**config.mk**
```make
export PLATFORM = sky130hd
export DESIGN_NAME = if_fetch_flat
export DESIGN_NICKNAME = d
export VERILOG_FILES = /design/src/rtl/if_fetch_pkg.sv /design/src/rtl/if_fetch_if.sv /design/src/rtl/if_fetch.sv /design/src/flat_wrapper.sv
export SDC_FILE = /design/constraint.sdc
export NUM_CORES = 1
export LEC_CHECK = 0
export CAP_MARGIN = 20
export CORE_ASPECT_RATIO = 1.4
export CORE_MARGIN = 1.5
export CORE_UTILIZATION = 35
export CTS_CLUSTER_DIAMETER = 60
export DETAILED_ROUTE_END_ITERATION = 6
export PLACE_DENSITY = 0.68
export SYNTH_ARGS = -nofsm -noshare
export SYNTH_HDL_FRONTEND = slang
export SYNTH_SLANG_ARGS = --single-unit
```
**constraint.sdc**
```tcl
create_clock -name clk -period 2.3 [get_ports clk]
set_input_delay 0.46 -clock clk [delete_from_list [all_inputs] [get_ports clk]]
set_output_delay 0.46 -clock clk [all_outputs]
set_load 0.02 [all_outputs]
```
**src/rtl/if_fetch_pkg.sv**
```systemverilog
// Shared fetch-stage definitions: state codes,
// reset vector default and the bubble word.
package if_fetch_pkg;

  typedef logic [1:0] fetch_state_t;

  localparam fetch_state_t S_REQ  = 2'd0;
  localparam fetch_state_t S_WAIT = 2'd1;
  localparam fetch_state_t S_HOLD = 2'd2;

  localparam logic [31:0] RESET_PC_DEFAULT = 32'hBFC00000;
  localparam logic [31:0] NOP = 32'h0;

endpackage

```
**src/rtl/if_fetch_if.sv**
```systemverilog
// Fetch bus bundle: instruction SRAM req/ack
// channel plus the word handed to IF/ID.
interface if_fetch_if;

  logic        inst_req;
  logic [31:0] inst_addr;
  logic        inst_addr_ok;
  logic        inst_data_ok;
  logic [31:0] inst_rdata;
  logic [31:0] if_inst;
  logic [31:0] if_cur_instaddress;
  logic [31:0] if_next_instaddress;
  logic        if_valid;

  modport master (
    output inst_req, inst_addr,
    output if_inst, if_cur_instaddress,
    output if_next_instaddress, if_valid,
    input  inst_addr_ok, inst_data_ok,
    input  inst_rdata
  );

  modport slave (
    input  inst_req, inst_addr,
    input  if_inst, if_cur_instaddress,
    input  if_next_instaddress, if_valid,
    output inst_addr_ok, inst_data_ok,
    output inst_rdata
  );

endinterface

```
**src/rtl/if_fetch.sv**
```systemverilog
// Instruction fetch: owns PC, one outstanding
// SRAM read, delay-slot redirect, flush, stall.
// Ports: clk, rst (sync, high), stall_pc,
// flush_if/flush_target, branch_taken/
// branch_target, bus (if_fetch_if.master).
module if_fetch
  import if_fetch_pkg::*;
#(
  parameter logic [31:0] RESET_PC =
    if_fetch_pkg::RESET_PC_DEFAULT
) (
  input  logic        clk,
  input  logic        rst,
  input  logic        stall_pc,
  input  logic        flush_if,
  input  logic [31:0] flush_target,
  input  logic        branch_taken,
  input  logic [31:0] branch_target,
  if_fetch_if.master  bus
);

  fetch_state_t state;
  logic [31:0]  pc;
  logic [31:0]  pc_seq;
  logic [31:0]  pc_adv;
  logic [31:0]  redir_target;
  logic [31:0]  buf_inst;
  logic [31:0]  word;
  logic         discard;
  logic         redir_pend;
  logic         deliver;
  logic         advance;

  assign pc_seq = pc + 32'd4;

  always_comb begin
    deliver = 1'b0;
    word    = NOP;
    if (state == S_WAIT) begin
      deliver = bus.inst_data_ok && !discard;
      word    = bus.inst_rdata;
    end else if (state == S_HOLD) begin
      deliver = 1'b1;
      word    = buf_inst;
    end
    if (rst || flush_if)
      deliver = 1'b0;
  end

  assign advance = deliver && !stall_pc;

  always_comb begin
    pc_adv = pc_seq;
    if (branch_taken)
      pc_adv = branch_target;
    else if (redir_pend)
      pc_adv = redir_target;
  end

  assign bus.inst_req  = !rst && (state == S_REQ);
  assign bus.inst_addr = rst ? RESET_PC : pc;
  assign bus.if_valid  = deliver;
  assign bus.if_inst   = deliver ? word : NOP;
  assign bus.if_cur_instaddress =
    deliver ? pc : 32'h0;
  assign bus.if_next_instaddress =
    deliver ? pc_seq : 32'h0;

  always_ff @(posedge clk) begin
    if (rst) begin
      pc           <= RESET_PC;
      state        <= S_REQ;
      discard      <= 1'b0;
      redir_pend   <= 1'b0;
      redir_target <= 32'h0;
      buf_inst     <= 32'h0;
    end else if (flush_if) begin
      pc         <= flush_target;
      redir_pend <= 1'b0;
      // a read still in flight must be
      // swallowed when its data returns
      if ((state == S_WAIT && !bus.inst_data_ok) ||
          (state == S_REQ && bus.inst_addr_ok)) begin
        discard <= 1'b1;
        state   <= S_WAIT;
      end else begin
        discard <= 1'b0;
        state   <= S_REQ;
      end
    end else begin
      unique case (state)
        S_REQ: begin
          if (bus.inst_addr_ok)
            state <= S_WAIT;
        end
        S_WAIT: begin
          if (bus.inst_data_ok) begin
            if (discard) begin
              discard <= 1'b0;
              state   <= S_REQ;
            end else if (!stall_pc) begin
              state <= S_REQ;
            end else begin
              buf_inst <= bus.inst_rdata;
              state    <= S_HOLD;
            end
          end
        end
        S_HOLD: begin
          if (!stall_pc)
            state <= S_REQ;
        end
        default: state <= S_REQ;
      endcase
      if (advance) begin
        pc         <= pc_adv;
        redir_pend <= 1'b0;
      end else if (branch_taken) begin
        // delay slot not yet delivered
        redir_pend   <= 1'b1;
        redir_target <= branch_target;
      end
    end
  end

endmodule

```
**src/flat_wrapper.sv**
```systemverilog
// flat-port wrapper written by rule: the top's interface ports become plain ports
module if_fetch_flat import if_fetch_pkg::*;
#(
  parameter logic [31:0] RESET_PC =
    if_fetch_pkg::RESET_PC_DEFAULT
)
  (clk, rst, stall_pc, flush_if, flush_target, branch_taken, branch_target, bus_inst_req, bus_inst_addr, bus_if_inst, bus_if_cur_instaddress, bus_if_next_instaddress, bus_if_valid, bus_inst_addr_ok, bus_inst_data_ok, bus_inst_rdata);
  if_fetch_if bus_i ();
  input  logic clk;
  input  logic rst;
  input  logic stall_pc;
  input  logic flush_if;
  input  logic [31:0] flush_target;
  input  logic branch_taken;
  input  logic [31:0] branch_target;
  output wire logic [$bits(bus_i.inst_req)-1:0] bus_inst_req;
  output wire logic [$bits(bus_i.inst_addr)-1:0] bus_inst_addr;
  output wire logic [$bits(bus_i.if_inst)-1:0] bus_if_inst;
  output wire logic [$bits(bus_i.if_cur_instaddress)-1:0] bus_if_cur_instaddress;
  output wire logic [$bits(bus_i.if_next_instaddress)-1:0] bus_if_next_instaddress;
  output wire logic [$bits(bus_i.if_valid)-1:0] bus_if_valid;
  input wire logic [$bits(bus_i.inst_addr_ok)-1:0] bus_inst_addr_ok;
  input wire logic [$bits(bus_i.inst_data_ok)-1:0] bus_inst_data_ok;
  input wire logic [$bits(bus_i.inst_rdata)-1:0] bus_inst_rdata;
  assign bus_inst_req = bus_i.inst_req;
  assign bus_inst_addr = bus_i.inst_addr;
  assign bus_if_inst = bus_i.if_inst;
  assign bus_if_cur_instaddress = bus_i.if_cur_instaddress;
  assign bus_if_next_instaddress = bus_i.if_next_instaddress;
  assign bus_if_valid = bus_i.if_valid;
  assign bus_i.inst_addr_ok = bus_inst_addr_ok;
  assign bus_i.inst_data_ok = bus_inst_data_ok;
  assign bus_i.inst_rdata = bus_inst_rdata;
  if_fetch #(.RESET_PC(RESET_PC)) u_core (.clk(clk), .rst(rst), .stall_pc(stall_pc), .flush_if(flush_if), .flush_target(flush_target), .branch_taken(branch_taken), .branch_target(branch_target), .bus(bus_i));
endmodule
```
==> run metrics, run 1 <==
Filler cells 1747; Avg WL per Cell 17.2 um; Crit path arrival time 2.12 ns; synth unique cells 67; placer congestion estimate 0.907; DRT antenna net count 0; Area growth syn-to-layout 62.7%; initial antenna violation count 0; Die X 117 um; Final Core Density 57.8%; RSZ-0062 raised after global routing true; Final Hold Viols 0; row cnt 58; Global Route Usage Sum 25.5%; I/O pin total 233; critical setup path kind reg -> out; Root Buffer Master clkbuf_16; CP endpoint kind output pin; mux cell area share after synthesis 1.10%; FMAX 387 MHz; max_slew headroom 59.8%; simple-gate share of the synthesized area 32.0%; critical path peak fanout 5; Hold Path Class reg -> reg; CTS tree done; Multi-input gate area 4180 um^2; synth warn 0; Slew @ Worst Pin 0.603 ns; sequential cell area 2030 um^2; Setup-failing EPs final 14; pin count of the biggest net entering global routing 52; Tmin final 2.58 ns; synthesized area 6340 um^2; HPWL Detailed 17800 um; post-synthesis adder-cell area fraction 0.197%; VDD IR-drop max 0.383 mV; Compound-Gate Fraction of Synth Area 25.0%; Synth Area in XOR/XNOR 3.73%; Max-Cap Viols 0; Min Hold Slack 0.455 ns; Congestion Overflow GR 0; failing checks setup timing; number of synthesized flops with an enable pin 0; clock latency on the worst-skew pair 0.35 ns; Port Buffers 232; Remaining DRCs 0; setup ws final -0.282 ns; most common cell after layout, fill and taps aside nand2_1; Pre-antenna DRT Iters 6; FF+latch count, synth 100; Net Count, Synth 1004; dpl ws -0.571 ns; Cells after Synth 900; PD cells 449 nW/um^2; crit start category flop; sequential-to-total area share from yosys stat 31.6%; routed vias 7801; Ant. Diodes 0; Tot Pwr 4.64 mW; Primary FF master, synth dfxtp_1; commonest cells after routing, fill and taps aside 168 x nand2_1, 159 x buf_4, 130 x clkdlybuf4s50_1; clk slew on worst S/H paths 0.07 ns; fin crit share 112%; die span in y 162 um; max-slew violations 0; CTS Sinks 100; largest family of logic cells by synthesized area simple AND/OR/NAND/NOR gates; nets@finish 1328; share of cells above drive strength 1 28.7%; Vias per Instance 5.31; Crit path required time 1.84 ns; Core ar. 17900 um^2; Fin Clk Skew 0.00733 ns; CTS Buffer Depth 2; htree depth 3; Routed WL 25200 um; Pleak 4.18 nW; Synth Area per Inst 7.05 um^2; Post-CTS Hold Buffers 0; fraction of registers with async set/reset 0%; initial core utilization 35.5%; outcome finished, violations left; vias in the first global route 7350; DRT iter0 DRCs 464; first-pass GRT wire length 37700 um; Die Area 19000 um^2; CTS Buf Count 9
## cells in the mapped netlist, types with 3 or more instances
cell,number,share of area (%)
a2111oi_0,5,0.69
a211o_1,7,0.97
a211oi_1,7,0.83
a21o_1,3,0.35
a21oi_1,88,6.9
a221o_1,5,0.79
a221oi_1,17,2.3
a22oi_1,36,4.3
a31oi_1,5,0.49
and2_1,36,3.5
and3_1,3,0.30
and4_1,5,0.69
buf_1,5,0.30
buf_2,11,0.87
clkbuf_1,66,3.9
dfxtp_1,100,32
inv_1,13,0.77
mux2i_1,7,1.1
nand2_1,170,10
nand2b_1,3,0.30
nand3_1,20,1.6
nand4_1,9,0.89
nor2_1,97,5.7
nor2b_1,24,2.4
nor3_1,25,2.0
nor4_1,5,0.49
nor4_2,4,0.79
o211ai_1,7,0.83
o21ai_0,26,2.1
o31ai_1,6,0.71
or2_2,10,0.99
or3_1,3,0.30
xnor2_1,16,2.2
xor2_1,11,1.5
## registers in the layout, summed over array words and instances (netlist names)
register             count
u_core.redir_pend        1
u_core.pc               32
u_core.redir_target     32
u_core.state             2
u_core.buf_inst         32
u_core.discard           1
## kinds of logic (layout without fill, tap and decap cells)
group / count (synthesis) / after routing
compound gates: 240 / 240
mux: 7 / 7
fa+ha+maj: 1 / 1
simple gates: 424 / 424
xor+xnor: 27 / 27
flops: 100 / 100
buf+inv: 101 / 429
## report_power, final
part / switching (mW) / leakage [nW] / internal (mW)
registers: 0.0542 / 0.822 / 1.81
clock network: 0.670 / 0.156 / 0.979
logic: 0.564 / 3.21 / 0.561
total: 1.29 / 4.18 / 3.35
## final cells by class
type                    instances  area share (%)
well taps                     240            2.91
multi-input cells             699            40.5
inverters                      15           0.545
clock inverters                 4           0.715
clock buffers                  11            2.35
repair buffers                399            33.3
flip-flops and latches        100            19.7
## per-layer routing
| metal | vias up | track usage [%] | part of all wire, % |
|---|---|---|---|
| met5 | - | 0 | 0 |
| met4 | 0 | 11.3 | 4.2 |
| met3 | 72 | 4.74 | 7.2 |
| met2 | 325 | 44.6 | 50 |
| met1 | 3611 | 29.9 | 39 |
| li1 | 3793 | - | - |
## worst paths after layout
kind              slack [ns]                     from                     endpoint  depth (start not counted)
setup / recovery       -0.28             u_core.pc[2]  bus_if_next_instaddress[30]                          7
hold / removal          0.45  u_core.redir_target[25]      u_core.redir_target[25]                          2
setup reg to reg        0.18           u_core.discard                u_core.pc[28]                          9
hold reg to reg         0.45  u_core.redir_target[25]      u_core.redir_target[25]                          2
## stage by stage
stage / area (um^2) / std cells / TNS, ns
6_report: 10300 / 1468 / -1.70
5_1_grt: 10300 / 1468 / -2.86
4_1_cts: 10500 / 1457 / -1.79
3_3_place_gp: 9890 / 1430 / -47.09
2_1_floorplan: 6370 / 900 / 0
3_5_place_dp: 9890 / 1430 / -52.71
## worst max-delay path, cell delays in order, from the launching register on
cell and delay, ns:
dfxtp_4 0.38, ha_4 0.15, nand4_4 0.07, or2_4 0.28, or4_4 0.46, xnor2_2 0.17, nor2_2 0.12, buf_6 0.13
## what timing repair did
item | in CTS | in global routing
resized for setup | 319 | 114
gates cloned | 1 | 2
pin swaps | 16 | 16
endpoints found under the setup margin | 98 | 95
buffers inserted | 11 | 10
Power figures use the tool's default switching activity.
==> run 2: changes to the inputs <==
--- a/config.mk
+++ b/config.mk
@@ -9,7 +9,7 @@
 export CORE_ASPECT_RATIO = 1.4
 export CORE_MARGIN = 1.5
 export CORE_UTILIZATION = 35
-export CTS_CLUSTER_DIAMETER = 60
+export CTS_CLUSTER_DIAMETER = 50
 export DETAILED_ROUTE_END_ITERATION = 6
 export PLACE_DENSITY = 0.68
 export SYNTH_ARGS = -nofsm -noshare
==> results of run 2 <==
Same layout as run 1: the final DEF is identical, and so are final timing and power.
